[src/rtl/game_timer_ctrl_pkg.sv]
// Shared types and constants for the game round timer.
package game_pkg;

    typedef enum logic [2:0] {
        IDLE     = 3'd0,
        RUN      = 3'd1,
        PAUSE    = 3'd2,
        WIN      = 3'd3,
        LOSE     = 3'd4,
        TIMEOVER = 3'd5
    } state_t;

    localparam int unsigned DIGIT_W    = 4;
    localparam int unsigned NUM_DIGITS = 8;

    localparam logic [DIGIT_W-1:0] DIG_DASH  = 4'd10;
    localparam logic [DIGIT_W-1:0] DIG_BLANK = 4'd11;

endpackage

[src/rtl/game_timer_ctrl_bcd2_down_counter.sv]
// Two-digit BCD down counter with load, saturating decrement and zero flag.
module bcd2_down_counter
    import game_pkg::*;
(
    input  logic               clk,
    input  logic               reset,
    input  logic               load,
    input  logic               dec,
    input  logic [DIGIT_W-1:0] load_tens,
    input  logic [DIGIT_W-1:0] load_ones,
    output logic [DIGIT_W-1:0] tens,
    output logic [DIGIT_W-1:0] ones,
    output logic               zero
);

    assign zero = (tens == '0) && (ones == '0);

    // Reset loads the same value as an explicit load, so the count resets to the round length.
    always_ff @(posedge clk) begin
        if (reset || load) begin
            tens <= load_tens;
            ones <= load_ones;
        end else if (dec && !zero) begin
            if (ones == '0) begin
                ones <= 4'd9;
                tens <= tens - 4'd1;
            end else begin
                ones <= ones - 4'd1;
            end
        end
    end

endmodule

[src/rtl/game_timer_ctrl.sv]
// Round countdown sequencer: FSM, millisecond prescaler and display digit mux.
module game_timer_ctrl
    import game_pkg::*;
#(
    parameter int START_SEC     = 99,
    parameter int TICKS_PER_SEC = 1000
) (
    input  logic        clk,
    input  logic        reset,
    input  logic        tick_1k,
    input  logic        start,
    input  logic        pause,
    input  logic        success,
    input  logic        dot_game_over,
    output logic [31:0] digits,
    output logic        timeover,
    output logic        running,
    output logic [2:0]  state
);

    generate
        if (START_SEC < 0 || START_SEC > 99) begin : g_bad_start_sec
            $error("game_timer_ctrl: START_SEC must be in 0..99");
        end
    endgenerate

    localparam int unsigned MS_W = (TICKS_PER_SEC > 1) ? $clog2(TICKS_PER_SEC) : 1;
    localparam logic [MS_W-1:0] MS_LAST = MS_W'(TICKS_PER_SEC - 1);
    localparam logic [DIGIT_W-1:0] START_TENS = DIGIT_W'(START_SEC / 10);
    localparam logic [DIGIT_W-1:0] START_ONES = DIGIT_W'(START_SEC % 10);
    localparam bit ZERO_ROUND = (START_SEC == 0);

    state_t            cur_state;
    logic [MS_W-1:0]   ms_cnt;
    logic [DIGIT_W-1:0] cnt_tens;
    logic [DIGIT_W-1:0] cnt_ones;
    logic              cnt_zero;

    logic load_cnt;
    logic dec_cnt;
    logic tick_ok;
    logic sec_tick;
    logic expiry;
    logic adv;

    assign state = cur_state;

    // A tick is accepted in RUN unless a game event wins; pause only outranks it
    // when the tick would not expire the round.
    always_comb begin
        tick_ok  = (cur_state == RUN) && !dot_game_over && !success && tick_1k;
        sec_tick = tick_ok && (ms_cnt == MS_LAST);
        expiry   = sec_tick && (cnt_tens == '0) && (cnt_ones == 4'd1);
        adv      = tick_ok && (!pause || expiry);
        dec_cnt  = adv && sec_tick && !cnt_zero;
        load_cnt = start && ((cur_state == IDLE) || (cur_state == WIN) ||
                             (cur_state == LOSE) || (cur_state == TIMEOVER));
    end

    bcd2_down_counter u_cnt (
        .clk       (clk),
        .reset     (reset),
        .load      (load_cnt),
        .dec       (dec_cnt),
        .load_tens (START_TENS),
        .load_ones (START_ONES),
        .tens      (cnt_tens),
        .ones      (cnt_ones),
        .zero      (cnt_zero)
    );

    always_ff @(posedge clk) begin
        if (reset) begin
            cur_state <= IDLE;
            ms_cnt    <= '0;
            timeover  <= 1'b0;
            running   <= 1'b0;
        end else begin
            case (cur_state)
                RUN: begin
                    if (dot_game_over) begin
                        cur_state <= LOSE;
                        running   <= 1'b0;
                    end else if (success) begin
                        cur_state <= WIN;
                        running   <= 1'b0;
                    end else if (expiry) begin
                        cur_state <= TIMEOVER;
                        ms_cnt    <= '0;
                        timeover  <= 1'b1;
                        running   <= 1'b0;
                    end else if (pause) begin
                        cur_state <= PAUSE;
                        running   <= 1'b0;
                    end else if (adv) begin
                        ms_cnt <= sec_tick ? '0 : ms_cnt + 1'b1;
                    end
                end
                PAUSE: begin
                    if (dot_game_over) begin
                        cur_state <= LOSE;
                    end else if (success) begin
                        cur_state <= WIN;
                    end else if (!pause) begin
                        cur_state <= RUN;
                        running   <= 1'b1;
                    end
                end
                default: begin
                    // IDLE and the terminal states share the (re)start path.
                    if (start) begin
                        ms_cnt    <= '0;
                        timeover  <= ZERO_ROUND;
                        running   <= !ZERO_ROUND;
                        cur_state <= ZERO_ROUND ? TIMEOVER : RUN;
                    end
                end
            endcase
        end
    end

    always_comb begin
        digits = {NUM_DIGITS{DIG_DASH}};
        case (cur_state)
            IDLE, RUN, PAUSE: digits = {{(NUM_DIGITS-2){DIG_BLANK}}, cnt_tens, cnt_ones};
            WIN:              digits = {{(NUM_DIGITS-2){DIG_DASH}}, cnt_tens, cnt_ones};
            default:          digits = {NUM_DIGITS{DIG_DASH}};
        endcase
    end

endmodule
[config.mk]
export PLATFORM = sky130hd
export DESIGN_NAME = game_timer_ctrl
export DESIGN_NICKNAME = d
export VERILOG_FILES = /design/src/rtl/game_timer_ctrl_pkg.sv /design/src/rtl/game_timer_ctrl_bcd2_down_counter.sv /design/src/rtl/game_timer_ctrl.sv
export SDC_FILE = /design/constraint.sdc
export NUM_CORES = 1
export LEC_CHECK = 0
export BUFFER_PORTS_ARGS = -buffer_cell sky130_fd_sc_hd__buf_2
export CORE_MARGIN = 2
export CORE_UTILIZATION = 49
export CTS_BUF_LIST = sky130_fd_sc_hd__clkbuf_8
export CTS_CLUSTER_DIAMETER = 80
export DETAILED_ROUTE_END_ITERATION = 7
export HOLD_SLACK_MARGIN = 0.03
export PLACE_DENSITY = 0.87
export SLEW_MARGIN = 20
export SYNTH_ARGS = -nofsm -noshare
export SYNTH_HDL_FRONTEND = slang
export SYNTH_HIERARCHICAL = 1
export SYNTH_SLANG_ARGS = --single-unit
[constraint.sdc]
create_clock -name clk -period 1.8 [get_ports clk]
set_input_delay 0.09 -clock clk [delete_from_list [all_inputs] [get_ports clk]]
set_output_delay 0.09 -clock clk [all_outputs]
set_load 0.05 [all_outputs]
==> flow_summary_export.csv <==
group,metric,value,unit
sta,final-max-slew-violation-count,0,
finish,stdcell_count,330,
critical_path,crit_arrival,1850,ps
place,place.gp.congestion,0.991,
status,status,"finished, violations left",
clocking,clk_pin_slew,90,ps
clocking,root_buffer,"clkbuf_8",
finish,final_area,2470,um^2
global_route,use_met3,2.34,%
synthesis,yosysWarnings,6,
sta,finalHoldViolCount,0,
floorplan,start_util,50.6,%
synthesis,synth_top_family_by_area,"simple AND/OR/NAND/NOR gates",
global_route,grt_use_met2,37.1,%
critical_path,crit_slowest_cell,"edfxtp_1",
routing,wl_per_cell,14.4,um
synthesis,synth_edf_count,8,
pwr,p_sw_share,46.2,%
clocking,cts_buffers,3,
pwr,switching_power,1.08,mW
sta,fin_crit_sh,107,%
routing,drt_iter0_drc,78,
critical_path,r2r_end,"u_cnt/tens[3]",
sta,rsz0062_at_grt,"yes",
routing,wirelength,4.76,mm
job,maxCapViolations,0,
pwr,finalPower,2.34,mW
floorplan,dieArea,3900,um^2
synthesis,synth_seq_area_share,32.3,%
routing,via_count,1728,
synthesis,synth.distinct_cells,47,
sta,fin_tns_setup,-828,ps
min_path,hold_start,"start",
routing,vias_per_cell,5.24,
critical_path,path_buf_inv,1,
pwr,intPower,1.26,mW
finish,nFillCells,237,
synthesis,synth_area,1680,um^2
critical_path,worstSetupEndpointType,"flip-flop",
status,failed_checks,"setup timing",
clocking,cts_tree,"done",
critical_path,cp_max_fo,4,
floorplan,die_y,62.5,um
global_route,grt_pass1_vias,1506,
finish,drive_gt1_share,47.5,%
sta,final.setup_skew,11.0,ps
synthesis,yosys.area_share.xor_xnor,2.09,%
synthesis,synth_fa_ha_area_share,2.24,%
finish,nNetsFinal,295,
sta,setup_ws,-122,ps
clocking,htree_levels,1,
floorplan,io_pins,44,
finish,fin_util,74.6,%
clocking,clkLatencyLatePin,270,ps
floorplan,dieWidth,62.5,um
min_path,min_to,"timeover",
synthesis,synthMuxAreaShare,2.99,%
critical_path,path_delay_family,"simple AND/OR/NAND/NOR gates",
pwr,leakagePower,1.08,nW
pwr,comb_power_share,57.4,%
pwr,clockPowerShare,13.8,%
place,io_buffers,25,
global_route,grt_max_degree,22,
critical_path,cp.required,1730,ps
routing,firstDrtPassIters,4,
sta,finalCriticalPeriod,1920,ps
global_route,gr-max-usage-layer,"met2",
synthesis,synth_seq_cells,23,
synthesis,synthArstFlopShare,0,%
global_route,track_usage,20.9,%
synthesis,yosys_most_used_dff,"dfxtp_1",
critical_path,critPathKind,"reg -> reg",
critical_path,cp-start-kind,"flip-flop",
clocking,cts_sinks,23,
synthesis,synth-compound-area-share,16.0,%
sta,fmax,0.520,GHz
critical_path,slowest_delay,450,ps
place,dp.cells,312,
global_route,grt_pass1_wl,6.67,mm
synthesis,synth_area_per_cell,8.29,um^2
critical_path,r2r_start,"u_cnt/ones[2]",
global_route,grtUsageMet1,26.2,%
routing,ant_nets,0,
pwr,p_per_area,947,nW/um^2
clocking,ctsHoldBuffers,0,
place,dp_hpwl,2.97,mm
critical_path,cp_cell_sequence,"nor4b_4 -> and2_1 -> nor2b_1 -> nor3_4 -> inv_2 -> o41ai_4",
finish,area_delta_synth_final,47.5,%
global_route,grt-ovfl-total,0,
synthesis,synth_simple_gate_area_share,31.1,%
clocking,clockBufferDepth,2,
routing,drc_errors,0,
min_path,min_path_cells,2,
synthesis,synth_cells,202,
pwr,irDropWorstVdd,524,uV
global_route,antenna_found_initial,0,
floorplan,std_cell_rows,21,
critical_path,reg2reg_slack,-120,ps
floorplan,core_area,3310,um^2
place,dpl_cell_area,2100,um^2
finish,diodes,0,
sta,setup_viol_count_final,13,
critical_path,r2r_cells,6,
pwr,p_seq_share,28.8,%
sta,fin_hold_ws,69.6,ps
min_path,worstHoldPathType,"in -> reg",
place,dp_slack,-306,ps
-- worst max path at each step --
| stage | to | start | cells after the start | slack (ps) |
|---|---|---|---|---|
| CTS | u_cnt/tens[3] | u_cnt/tens[0] | 6 | -80 |
| finish | u_cnt/tens[3] | u_cnt/ones[2] | 6 | -120 |
| floorplan | ms_cnt[9] | state[0] | 5 | -130 |
| global route | u_cnt/tens[3] | u_cnt/tens[0] | 6 | -210 |
| detailed placement | u_cnt/tens[0] | u_cnt/tens[1] | 6 | -310 |
| global placement | u_cnt/tens[2] | u_cnt/tens[1] | 6 | -170 |
-- layout make-up --
class	count	area [um^2]	share of cell area, %
multi-input cells	169	1220	49.6
repair buffers	82	572	23.1
flip-flops and latches	23	549	22.2
well taps	46	57.6	2.33
clock buffers	3	41.3	1.67
inverters	6	22.5	0.911
clock inverters	1	3.75	0.152
-- cells in the mapped netlist, types with 2 or more instances --
master,instances,area [um^2]
nor2b_1,7,43.8
xnor2_1,4,35.0
or3b_2,5,43.8
and3_1,6,37.5
nor3_1,8,40.0
o21ai_0,16,80.1
or4b_1,3,30.0
a21oi_1,16,80.1
nor2_1,12,45.0
nand2_1,17,63.8
ha_1,3,37.5
nor3b_1,2,15.0
mux2i_1,5,50.1
or3_1,4,25.0
inv_1,6,22.5
conb_1,2,7.51
nand2b_1,2,12.5
edfxtp_1,8,240
buf_2,2,10.0
or2_2,4,25.0
clkbuf_1,3,11.3
dfxtp_1,15,300
buf_4,23,173
and2_1,2,12.5
a31oi_1,4,25.0
nand4b_1,2,17.5
-- layer usage --
layer | share of wire (%) | wire [um] | up-vias
met2 | 56 | 2650 | 46
met4 | 1.5 | 70 | 0
met1 | 40 | 1900 | 838
li1 | - | - | 836
met3 | 3.0 | 142 | 8
met5 | 0 | 0 | -
-- cell families (layout without fill, tap and decap cells) --
kind of cell / after synthesis / after routing
flip-flops: 23 / 23
AND/OR/NAND/NOR: 86 / 86
XOR/XNOR: 4 / 4
adder cells (fa/ha/maj): 3 / 3
multiplexers: 5 / 5
buffers and inverters: 34 / 92
other: 2 / 26
AO/OA/AOI/OAI: 45 / 45
-- power by group through the flow --
stage                     clock, mW  sequential [mW]  combinational, mW
after detailed placement          0            0.671               1.14
after CTS                     0.329            0.661               1.23
after global routing          0.346            0.684               1.43
after global placement            0            0.665               1.12
final                         0.322            0.675               1.34
after floorplan                   0            0.764              0.760
-- worst register-to-register path: stages (launching register included) --
cell,delay [ps]
edfxtp_1,450
nor4b_4,330
and2_1,200
nor2b_1,70
nor3_4,120
inv_2,80
o41ai_4,330
-- timing repair --
action | 4_1_cts | 5_1_grt
cloned | 0 | 1
setup endpoints to repair | 17 | 19
pin swaps | 14 | 14
buffers inserted | 11 | 2
resized for setup | 23 | 36
-- placed cells by master, fill, tap and decap left out, drive strengths merged, types with 4 or more instances in the layout --
cell type  count
o21ai         17
conb          26
nor2b          7
inv            7
nor3           8
or3            4
or2            6
a31oi          4
nor2          12
or3b           5
a21oi         16
mux2i          5
buf           82
nand2         17
xnor2          4
edfxtp         8
and3           6
dfxtp         15
-- registers in the layout, summed over array words and instances, names as in the netlist --
signal / cells
ms_cnt: 10
u_cnt/tens: 4
running: 1
u_cnt/ones: 4
state: 3
timeover: 1
(Power assumes the default switching activity.)
